--- src/rtl/pong_sequencer_if.sv ---
// Signal bundle between the Pong game-flow controller and its surroundings:
// the pulse inputs from buttons, frame tick and ball datapath, plus all controller outputs.
interface pong_if;
    logic       frame;
    logic       fire;
    logic       hit;
    logic       coll_l;
    logic       coll_r;
    logic [2:0] state;
    logic       pos_load;
    logic       play_en;
    logic       serve_dir;
    logic [2:0] speed_lvl;
    logic [3:0] score_l;
    logic [3:0] score_r;
    logic [1:0] winner;

    modport master (
        output frame, fire, hit, coll_l, coll_r,
        input  state, pos_load, play_en, serve_dir, speed_lvl, score_l, score_r, winner
    );

    modport slave (
        input  frame, fire, hit, coll_l, coll_r,
        output state, pos_load, play_en, serve_dir, speed_lvl, score_l, score_r, winner
    );
endinterface

--- src/rtl/pong_sequencer.sv ---
// Pong game-flow controller: sequences serve, play, point and game-over phases and owns
// scores, serve direction and ball speed level. Every output is a register.
module pong_sequencer #(
    parameter int unsigned WIN          = 4,
    parameter int unsigned SPEEDUP      = 5,
    parameter int unsigned MAX_LVL      = 4,
    parameter int unsigned SERVE_FRAMES = 180
) (
    input logic  clk_pix,
    input logic  rst_pix,
    pong_if.slave bus
);

    typedef enum logic [2:0] {
        NewGame  = 3'd0,
        Position = 3'd1,
        Ready    = 3'd2,
        Play     = 3'd3,
        Paused   = 3'd4,
        Point    = 3'd5,
        EndGame  = 3'd6
    } state_e;

    localparam logic [3:0] WinScore  = 4'(WIN);
    localparam logic [3:0] ShotLast  = 4'(SPEEDUP - 1);
    localparam logic [2:0] LvlMax    = 3'(MAX_LVL);
    localparam logic [7:0] WaitLast  = 8'(SERVE_FRAMES - 1);
    localparam bit         AutoServe = (SERVE_FRAMES != 0);

    state_e     st;
    logic       pos_load;
    logic       play_en;
    logic       serve_dir;
    logic [2:0] speed_lvl;
    logic [3:0] shot_cnt;
    logic [7:0] wait_cnt;
    logic [3:0] score_l;
    logic [3:0] score_r;
    logic [1:0] winner;

    logic       coll;
    logic       timeout;
    logic [3:0] new_l;
    logic [3:0] new_r;

    assign coll    = bus.coll_l | bus.coll_r;
    assign timeout = bus.frame && AutoServe && (wait_cnt == WaitLast);
    // Scores after this cycle's collisions; game-over is judged on these.
    assign new_l   = score_l + {3'd0, bus.coll_r};
    assign new_r   = score_r + {3'd0, bus.coll_l};

    always_ff @(posedge clk_pix or posedge rst_pix) begin
        if (rst_pix) begin
            st        <= NewGame;
            pos_load  <= 1'b0;
            play_en   <= 1'b0;
            serve_dir <= 1'b0;
            speed_lvl <= 3'd0;
            shot_cnt  <= 4'd0;
            wait_cnt  <= 8'd0;
            score_l   <= 4'd0;
            score_r   <= 4'd0;
            winner    <= 2'b00;
        end else begin
            unique case (st)
                NewGame: begin
                    st        <= Position;
                    pos_load  <= 1'b1;
                    speed_lvl <= 3'd0;
                    shot_cnt  <= 4'd0;
                    wait_cnt  <= 8'd0;
                end
                Position: begin
                    st       <= Ready;
                    pos_load <= 1'b0;
                end
                Ready: begin
                    if (bus.fire || timeout) begin
                        st       <= Play;
                        play_en  <= 1'b1;
                        wait_cnt <= 8'd0;
                    end else if (bus.frame && wait_cnt != 8'hff) begin
                        wait_cnt <= wait_cnt + 8'd1;
                    end
                end
                Play: begin
                    if (coll) begin
                        score_l  <= new_l;
                        score_r  <= new_r;
                        play_en  <= 1'b0;
                        wait_cnt <= 8'd0;
                        if (bus.coll_r && !bus.coll_l) begin
                            serve_dir <= 1'b1;
                        end else if (bus.coll_l && !bus.coll_r) begin
                            serve_dir <= 1'b0;
                        end
                        if (new_l == WinScore || new_r == WinScore) begin
                            st     <= EndGame;
                            winner <= {new_r == WinScore, new_l == WinScore};
                        end else begin
                            st <= Point;
                        end
                    end else if (bus.fire) begin
                        st      <= Paused;
                        play_en <= 1'b0;
                    end else if (bus.hit) begin
                        if (shot_cnt == ShotLast) begin
                            shot_cnt <= 4'd0;
                            if (speed_lvl < LvlMax) speed_lvl <= speed_lvl + 3'd1;
                        end else begin
                            shot_cnt <= shot_cnt + 4'd1;
                        end
                    end
                end
                Paused: begin
                    if (bus.fire) begin
                        st      <= Play;
                        play_en <= 1'b1;
                    end
                end
                Point: begin
                    if (bus.fire || timeout) begin
                        st        <= Position;
                        pos_load  <= 1'b1;
                        speed_lvl <= 3'd0;
                        shot_cnt  <= 4'd0;
                        wait_cnt  <= 8'd0;
                    end else if (bus.frame && wait_cnt != 8'hff) begin
                        wait_cnt <= wait_cnt + 8'd1;
                    end
                end
                EndGame: begin
                    // Clear on exit so NEW_GAME already shows a blank scoreboard.
                    if (bus.fire) begin
                        st        <= NewGame;
                        winner    <= 2'b00;
                        score_l   <= 4'd0;
                        score_r   <= 4'd0;
                        serve_dir <= 1'b0;
                    end
                end
                default: st <= NewGame;
            endcase
        end
    end

    assign bus.state     = st;
    assign bus.pos_load  = pos_load;
    assign bus.play_en   = play_en;
    assign bus.serve_dir = serve_dir;
    assign bus.speed_lvl = speed_lvl;
    assign bus.score_l   = score_l;
    assign bus.score_r   = score_r;
    assign bus.winner    = winner;

endmodule

--- src/flat_wrapper.sv ---
// flat-port wrapper written by rule: the top's interface ports become plain ports
module pong_sequencer_flat 
#(
    parameter int unsigned WIN          = 4,
    parameter int unsigned SPEEDUP      = 5,
    parameter int unsigned MAX_LVL      = 4,
    parameter int unsigned SERVE_FRAMES = 180
)
  (clk_pix, rst_pix, bus_frame, bus_fire, bus_hit, bus_coll_l, bus_coll_r, bus_state, bus_pos_load, bus_play_en, bus_serve_dir, bus_speed_lvl, bus_score_l, bus_score_r, bus_winner);
  pong_if bus_i ();
  input logic clk_pix;
  input logic rst_pix;
  input wire logic [$bits(bus_i.frame)-1:0] bus_frame;
  input wire logic [$bits(bus_i.fire)-1:0] bus_fire;
  input wire logic [$bits(bus_i.hit)-1:0] bus_hit;
  input wire logic [$bits(bus_i.coll_l)-1:0] bus_coll_l;
  input wire logic [$bits(bus_i.coll_r)-1:0] bus_coll_r;
  output wire logic [$bits(bus_i.state)-1:0] bus_state;
  output wire logic [$bits(bus_i.pos_load)-1:0] bus_pos_load;
  output wire logic [$bits(bus_i.play_en)-1:0] bus_play_en;
  output wire logic [$bits(bus_i.serve_dir)-1:0] bus_serve_dir;
  output wire logic [$bits(bus_i.speed_lvl)-1:0] bus_speed_lvl;
  output wire logic [$bits(bus_i.score_l)-1:0] bus_score_l;
  output wire logic [$bits(bus_i.score_r)-1:0] bus_score_r;
  output wire logic [$bits(bus_i.winner)-1:0] bus_winner;
  assign bus_i.frame = bus_frame;
  assign bus_i.fire = bus_fire;
  assign bus_i.hit = bus_hit;
  assign bus_i.coll_l = bus_coll_l;
  assign bus_i.coll_r = bus_coll_r;
  assign bus_state = bus_i.state;
  assign bus_pos_load = bus_i.pos_load;
  assign bus_play_en = bus_i.play_en;
  assign bus_serve_dir = bus_i.serve_dir;
  assign bus_speed_lvl = bus_i.speed_lvl;
  assign bus_score_l = bus_i.score_l;
  assign bus_score_r = bus_i.score_r;
  assign bus_winner = bus_i.winner;
  pong_sequencer #(.WIN(WIN), .SPEEDUP(SPEEDUP), .MAX_LVL(MAX_LVL), .SERVE_FRAMES(SERVE_FRAMES)) u_core (.clk_pix(clk_pix), .rst_pix(rst_pix), .bus(bus_i));
endmodule
--- config.mk ---
export PLATFORM = sky130hd
export DESIGN_NAME = pong_sequencer_flat
export DESIGN_NICKNAME = d
export VERILOG_FILES = /design/src/rtl/pong_sequencer_if.sv /design/src/rtl/pong_sequencer.sv /design/src/flat_wrapper.sv
export SDC_FILE = /design/constraint.sdc
export NUM_CORES = 1
export LEC_CHECK = 0
export BUFFER_PORTS_ARGS = -buffer_cell sky130_fd_sc_hd__buf_4
export CORE_MARGIN = 2
export CORE_UTILIZATION = 25
export DETAILED_ROUTE_END_ITERATION = 10
export PLACE_DENSITY = 0.49
export SLEW_MARGIN = 15
export SYNTH_ARGS = -nofsm -noshare
export SYNTH_HDL_FRONTEND = slang
export SYNTH_SLANG_ARGS = --single-unit
--- constraint.sdc ---
create_clock -name clk_pix -period 2.6 [get_ports clk_pix]
set_clock_uncertainty 0.15 [all_clocks]
set_input_delay 0.26 -clock clk_pix [delete_from_list [all_inputs] [get_ports clk_pix]]
set_output_delay 0.26 -clock clk_pix [all_outputs]
set_load 0.03 [all_outputs]
==> results of run 1 <==
==> report_power, final <==
part / switching [W] / internal [W]
sequential: 0.000123 / 0.000613
clock: 0.000177 / 0.000188
combinational: 0.000766 / 0.000477
total: 0.00107 / 0.00128
==> registers in the layout (all words and copies together) (netlist names) <==
signal                count
u_core.bus.pos_load       1
u_core.bus.winner         2
u_core.bus.state          3
u_core.wait_cnt           8
u_core.shot_cnt           4
u_core.bus.play_en        1
u_core.bus.serve_dir      1
u_core.bus.score_r        4
u_core.bus.speed_lvl      3
u_core.bus.score_l        4
==> placed cells by master (no fill, tap or decap), drive strengths merged, types with 2 or more instances in the layout <==
master	synthesis	final
a21oi	14	14
a22o	5	5
a22oi	2	2
a31oi	2	2
and3	2	2
and3b	2	2
buf	1	29
clkbuf	4	7
dfrtp	31	31
ha	8	8
inv	11	11
mux2i	3	3
nand2	16	16
nand2b	3	3
nand3	10	10
nand3b	2	2
nand4	4	4
nor2	18	18
nor2b	2	2
nor3	4	4
nor4	2	2
o21ai	17	17
o22a	2	2
o22ai	6	6
o2bb2ai	2	2
o31ai	4	4
or2	2	2
or3	4	4
or4	3	3
xor2	4	4
==> per-layer routing <==
metal | vias to the layer above | share of wire | wire length [µm]
met3 | 4 | 0.036 | 147
met1 | 729 | 0.50 | 2040
li1 | 797 | - | -
met4 | 0 | 0.015 | 61
met2 | 19 | 0.45 | 1860
met5 | - | 0 | 0
==> metrics by stage <==
step	instance area (µm²)	hold slack, ns	worst slack, ns	total power (W)
finish	2240	0.0245	0.509	0.00234
global route	2240	0.0238	0.346	0.00255
CTS	2240	0.0145	0.492	0.00238
detailed placement	2150	0.241	0.492	0.00200
global placement	2150	0.237	0.543	0.00200
floorplan	1830	0.197	0.466	0.00161
==> worst max-delay path: cells and delay by family, from the launching register on <==
| family | cells | cell delay, ns |
|---|---|---|
| multiplexers | 1 | 0.27 |
| adder cells (fa/ha/maj) | 2 | 0.48 |
| AND/OR/NAND/NOR | 1 | 0.30 |
| AO/OA/AOI/OAI | 2 | 0.36 |
| flip-flops | 1 | 0.40 |
==> cells by family after synthesis <==
family	count (synthesis)	share of synthesized area
buffers and inverters	16	0.0336
AND/OR/NAND/NOR	79	0.233
XOR/XNOR	4	0.0192
flip-flops	31	0.425
multiplexers	4	0.0226
adder cells (fa/ha/maj)	8	0.0548
AO/OA/AOI/OAI	57	0.212
==> path summary, 6_finish.rpt <==
path,start,endpoint,cells after the start
setup reg to reg,u_core.bus.score_r[0],u_core.bus.state[1],6
max in group asynchronous,rst_pix,u_core.bus.state[2],4
min in group asynchronous,rst_pix,u_core.bus.pos_load,4
hold / removal,bus_coll_l,u_core.bus.serve_dir,2
hold reg to reg,u_core.bus.speed_lvl[0],u_core.bus.speed_lvl[0],1
setup / recovery,u_core.bus.score_r[0],u_core.bus.state[1],6
==> what timing repair did <==
item	CTS	global route
endpoints found under the setup margin	0	0
hold buffers	1	0
endpoints found under the hold margin	31	0
==> layout make-up <==
type | instances | area, µm² | share of cell area
inverters | 11 | 41.3 | 0.0184
repair buffers | 30 | 228 | 0.102
clock inverters | 1 | 5.00 | 0.00223
well taps | 99 | 124 | 0.0553
flip-flops and latches | 31 | 776 | 0.346
clock buffers | 7 | 76.3 | 0.0341
multi-input cells | 152 | 990 | 0.442
==> cells in the mapped netlist, drive strengths merged (2+ instances only) <==
library cell and instances:
clkbuf 4, nor2b 2, a22o 5, nand2b 3, or3 4, nand3b 2, nor2 18, o31ai 4
o22ai 6, nor3 4, o22a 2, a31oi 2, ha 8, nand3 10, dfrtp 31, o2bb2ai 2
and3b 2, a22oi 2, o21ai 17, and3 2, nor4 2, or4 3, nand2 16, inv 11
mux2i 3, xor2 4, nand4 4, a21oi 14, or2 2
==> flow_summary_export.csv, run 1 <==
group,metric,value,unit
route,remaining_drc_errors,0,
job,maxCapViolCount,0,
synth,synth_top_area_frac,0.425,
power_and_ir_drop,power.leakage,0.961,nW
route,drt_pass1_iterations,4,
synth,syn_area,1830,µm²
grt,grt_max_degree,32,
route,drt_iter0_drc,66,
synth,synth_area_leaders,"dfrtp_1 42%, ha_1 5.5%, o21ai_0 4.4%, a21oi_1 3.8%, nor2_1 3.7%",
synth,ys_ff_latch,31,
grt,met1_usage,0.152,
floorplanning,die_area,8010,µm²
timing,min_period,2.09,ns
place,dp_hpwl,3.05,mm
worst_hold_path,hold_class,"in -> reg",
floorplanning,fp.coreArea,7180,µm²
finish,fin_cells,331,
setup_path,crit_chain,"ha_1 -> ha_1 -> mux2_2 -> a21oi_1 -> a21oi_1 -> or3_1",
setup_path,arrival,2.10,ns
clock_network,cts_buffer_depth,2,
place,gp_congestion,0.730,
power_and_ir_drop,power.density,1050,nW/µm²
floorplanning,die_x,89.5,µm
status,status,"completed",
timing,max_slew_margin,0.722,
grt,grt_use_met3,0.0323,
clock_network,cts_resized,0,
route,totalWireLength,4.11,mm
synth,synth_cell_type_count,45,
clock_network,clock_latency,0.28,ns
timing,max_clock_freq,0.478,GHz
route,drt-vias-per-instance,4.68,
route,ant_nets,0,
floorplanning,io-pin-count,26,
finish,fin_nets,246,
clock_network,cts_buffers,5,
setup_path,crit_fanout,5,
clock_network,clkTransAtPathRegs,0.07,ns
clock_network,htree_levels,2,
timing,fin_setup_tns,0,ns
finish,syn_to_final_growth,22.6,%
finish,num-fill-cells,776,
timing,setup_viol,0,
grt,use_met2,0.172,
power_and_ir_drop,max-vdd-ir-drop,231,µV
timing,hold_viol,0,
setup_path,cp_slowest_cell,"dfrtp_1",
finish,diodes,0,
finish,drive_gt1_frac,0.198,
grt,grt_pass1_vias,1431,
setup_path,cp.required,2.61,ns
setup_path,cp-start-kind,"flop",
grt,top_usage_layer,"met2",
setup_path,critPathCaptureType,"flop",
synth,syn_avg_cell_area,9.18,µm²
setup_path,r2r_setup_slack,0.51,ns
synth,synth_nets,214,
clock_network,clock-sinks,31,
floorplanning,die_h,89.5,µm
timing,worstMarginPinSlew,0.417,ns
timing,period_share,0.804,
grt,grt_usage,0.113,
synth,ys_warn_count,0,
clock_network,postCtsSetupBuffers,0,
synth,synth-edff-count,0,
setup_path,cpPeakStageDelay,0.40,ns
place,port_buffers,25,
setup_path,crit_type,"reg -> reg",
route,avgRoutedWirePerCell,12.4,µm
timing,slew_viol_final,0,
floorplanning,initial_core_util,0.255,
route,dr_total_vias,1549,
synth,yosysTopAreaCell,"dfrtp_1",
timing,rsz0062_at_grt,"false",
clock_network,cts_tree,"done",
grt,antenna_found_initial,0,
clock_network,cts_root_buf,"clkbuf_8",
synth,async_reset_ff_frac,1.00,
floorplanning,rows,31,
synth,syn-instance-count,199,
synth,synth_flop_cell,"dfrtp_1",
grt,overflow,0,
place,place_inst,322,
grt,grt_first_pass_wirelength,6.89,mm
finish,fin_util,0.312,
synth,seq_area_frac_synth,0.425,
(Power assumes the default switching activity.)
==> inputs of run 2 (changes only) <==
--- a/config.mk
+++ b/config.mk
@@ -9,7 +9,7 @@
 export CORE_MARGIN = 2
 export CORE_UTILIZATION = 25
 export DETAILED_ROUTE_END_ITERATION = 10
-export PLACE_DENSITY = 0.49
+export PLACE_DENSITY = 0.51
 export SLEW_MARGIN = 15
 export SYNTH_ARGS = -nofsm -noshare
 export SYNTH_HDL_FRONTEND = slang
==> constraint.sdc (replaced) <==
create_clock -name clk_pix -period 1.75 [get_ports clk_pix]
set_clock_uncertainty 0.15 [all_clocks]
set_input_delay 0.175 -clock clk_pix [delete_from_list [all_inputs] [get_ports clk_pix]]
set_output_delay 0.175 -clock clk_pix [all_outputs]
set_load 0.03 [all_outputs]
==> run 2 against run 1 <==
Effect of this change: the run now ends with negative setup slack left; register-to-register slack got worse by 0.64 ns; highest routed layer unchanged; sequential power increased by 54%; final cell count increased by 16%; critical path type unchanged; critical path depth decreased by 1.
==> flow_summary_export.csv, run 2 (synthesis results as in run 1) <==
group,metric,value,unit
place,port_buffers,25,
finish,final_common_cell,"buf_4",
grt,grt_pass1_vias,1648,
setup_path,crit_path_end,"u_core.bus.speed_lvl[1]",
timing,max_clock_freq,0.532,GHz
route,avgRoutedWirePerCell,12.7,µm
setup_path,timing.rr.end,"u_core.bus.speed_lvl[1]",
setup_path,reg2reg_depth,5,
finish,fin_area,2910,µm²
setup_path,cpPeakStageDelay,0.55,ns
timing,hold-worst-slack,0.0950,ns
setup_path,crit_type,"reg -> reg",
floorplanning,die_x,89.5,µm
route,drt-vias-per-instance,4.66,
route,dr_wl_met2,2.36,mm
finish,fin_util,0.406,
clock_network,clock-sinks,31,
route,dr_wl_met3,158,µm
grt,grt_usage,0.131,
setup_path,r2r_start,"u_core.wait_cnt[3]",
timing,min_period,1.88,ns
finish,layout_common_cells,"76 x buf_4, 25 x dfrtp_1, 16 x nand2_1",
route,totalWireLength,4.85,mm
setup_path,cp.required,1.77,ns
setup_path,crit_chain,"or4b_4 -> o21bai_4 -> o2bb2ai_4 -> and3_4 -> o22ai_2",
clock_network,cts_root_buf,"clkbuf_8",
floorplanning,initial_core_util,0.255,
route,dr_total_vias,1783,
timing,period_share,1.07,
clock_network,clkTransAtPathRegs,0.07,ns
route,drt_pass1_iterations,4,
setup_path,r2r_setup_slack,-0.13,ns
power_and_ir_drop,power.leakage,1.24,nW
clock_network,clock_latency,0.29,ns
place,gp_congestion,0.818,
finish,drive_gt1_frac,0.472,
finish,largest_register_ffs,8,
timing,max_slew_margin,0.713,
finish,top_register,"u_core.wait_cnt",
floorplanning,die_h,89.5,µm
setup_path,crit_cells,5,
timing,setup_slack,-0.128,ns
status,violations,"negative setup slack",
route,drt_iter0_drc,68,
clock_network,cts_buffer_depth,2,
setup_path,cpLargestDelayFamily,"simple AND/OR/NAND/NOR gates",
timing,fin_setup_tns,-1.41,ns
route,wl_met1,2.27,mm
grt,antenna_found_initial,0,
timing,hold_viol,0,
place,place_area,2580,µm²
finish,syn_to_final_growth,59.3,%
power_and_ir_drop,max-vdd-ir-drop,542,µV
setup_path,cp.buffers_inverters,0,
status,status,"finished with violations",
timing,setup_viol,20,
clock_network,cts_buffers,5,
grt,overflow,0,
finish,diodes,0,
grt,grt_max_degree,32,
route,remaining_drc_errors,0,
timing,worstMarginPinSlew,0.430,ns
worst_hold_path,hold_class,"in -> reg",
timing,rsz0062_at_grt,"true",
place,place_ws,-0.142,ns
grt,grt_first_pass_wirelength,8.01,mm
setup_path,startpoint,"u_core.wait_cnt[3]",
route,top_layer_used,"met4",
finish,fin_nets,298,
timing,slew_viol_final,0,
job,maxCapViolCount,0,
route,ant_nets,0,
floorplanning,rows,31,
clock_network,htree_levels,2,
floorplanning,io-pin-count,26,
finish,num-fill-cells,725,
floorplanning,die_area,8010,µm²
floorplanning,fp.coreArea,7180,µm²
place,dp_hpwl,3.52,mm
setup_path,crit_fanout,6,
clock_network,cts_tree,"done",
power_and_ir_drop,power.density,1530,nW/µm²
setup_path,cp_slowest_cell,"or4b_4",
setup_path,arrival,1.90,ns
setup_path,cp-start-kind,"flop",
setup_path,critPathCaptureType,"flop",
[run 2: changes by cell type in the layout (fill, tap and decap cells not counted), sizes merged]
cell	before	now
dlygate4sd3	1	2
buf	29	80
[run 2: report_power, final]
part	switching [W]	internal, W
registers	0.000204	0.000923
clock network	0.000274	0.000317
logic	0.00143	0.00130
[run 2: worst min path at each step]
stage | depth (start not counted) | slack (ns) | to | startpoint
final | 3 | 0.09 | u_core.bus.state[2] | bus_fire
after global placement | 3 | 0.15 | u_core.wait_cnt[5] | rst_pix
after floorplan | 1 | 0.11 | u_core.bus.serve_dir | bus_coll_l
after detailed placement | 3 | 0.15 | u_core.wait_cnt[5] | rst_pix
after global routing | 3 | 0.13 | u_core.bus.state[2] | bus_fire
after CTS | 3 | 0.09 | u_core.bus.state[2] | bus_fire
[run 2: metrics by stage]
step / power (W) / std cells
6_report: 0.00445 / 383
4_1_cts: 0.00429 / 376
3_5_place_dp: 0.00357 / 361
3_3_place_gp: 0.00355 / 361
5_1_grt: 0.00478 / 383
2_1_floorplan: 0.00263 / 199
[run 2: area by class of cell]
type                       instances  area (µm²)  share of cell area
clock buffer                       7        86.3              0.0297
clock inverter                     1        5.00             0.00172
inverter                          11        41.3              0.0142
multi-input combinational        152        1230               0.424
sequential                        31         783               0.269
tap                               99         124              0.0426
timing repair buffer              82         636               0.218
[run 2: worst reg2reg max path, cell delays in order, from the launching register on]
cell and delay [ns]:
dfrtp_1 0.38, or4b_4 0.55, o21bai_4 0.21, o2bb2ai_4 0.19, and3_4 0.23, o22ai_2 0.06
[run 2: repair_timing]
item | in CTS | in global routing
buffers inserted | 5 | 7
gates resized for setup | 10 | 21
hold endpoints to repair | 32 | 0
pin swaps | 9 | 16
hold buffers | 2 | 0
endpoints found under the setup margin | 20 | 28
[run 2: routing by layer]
layer	vias to the layer above	GRT usage
met4	0	0.0407
met1	858	0.173
met2	22	0.210
met3	7	0.0314
met5	-	0
li1	896	-
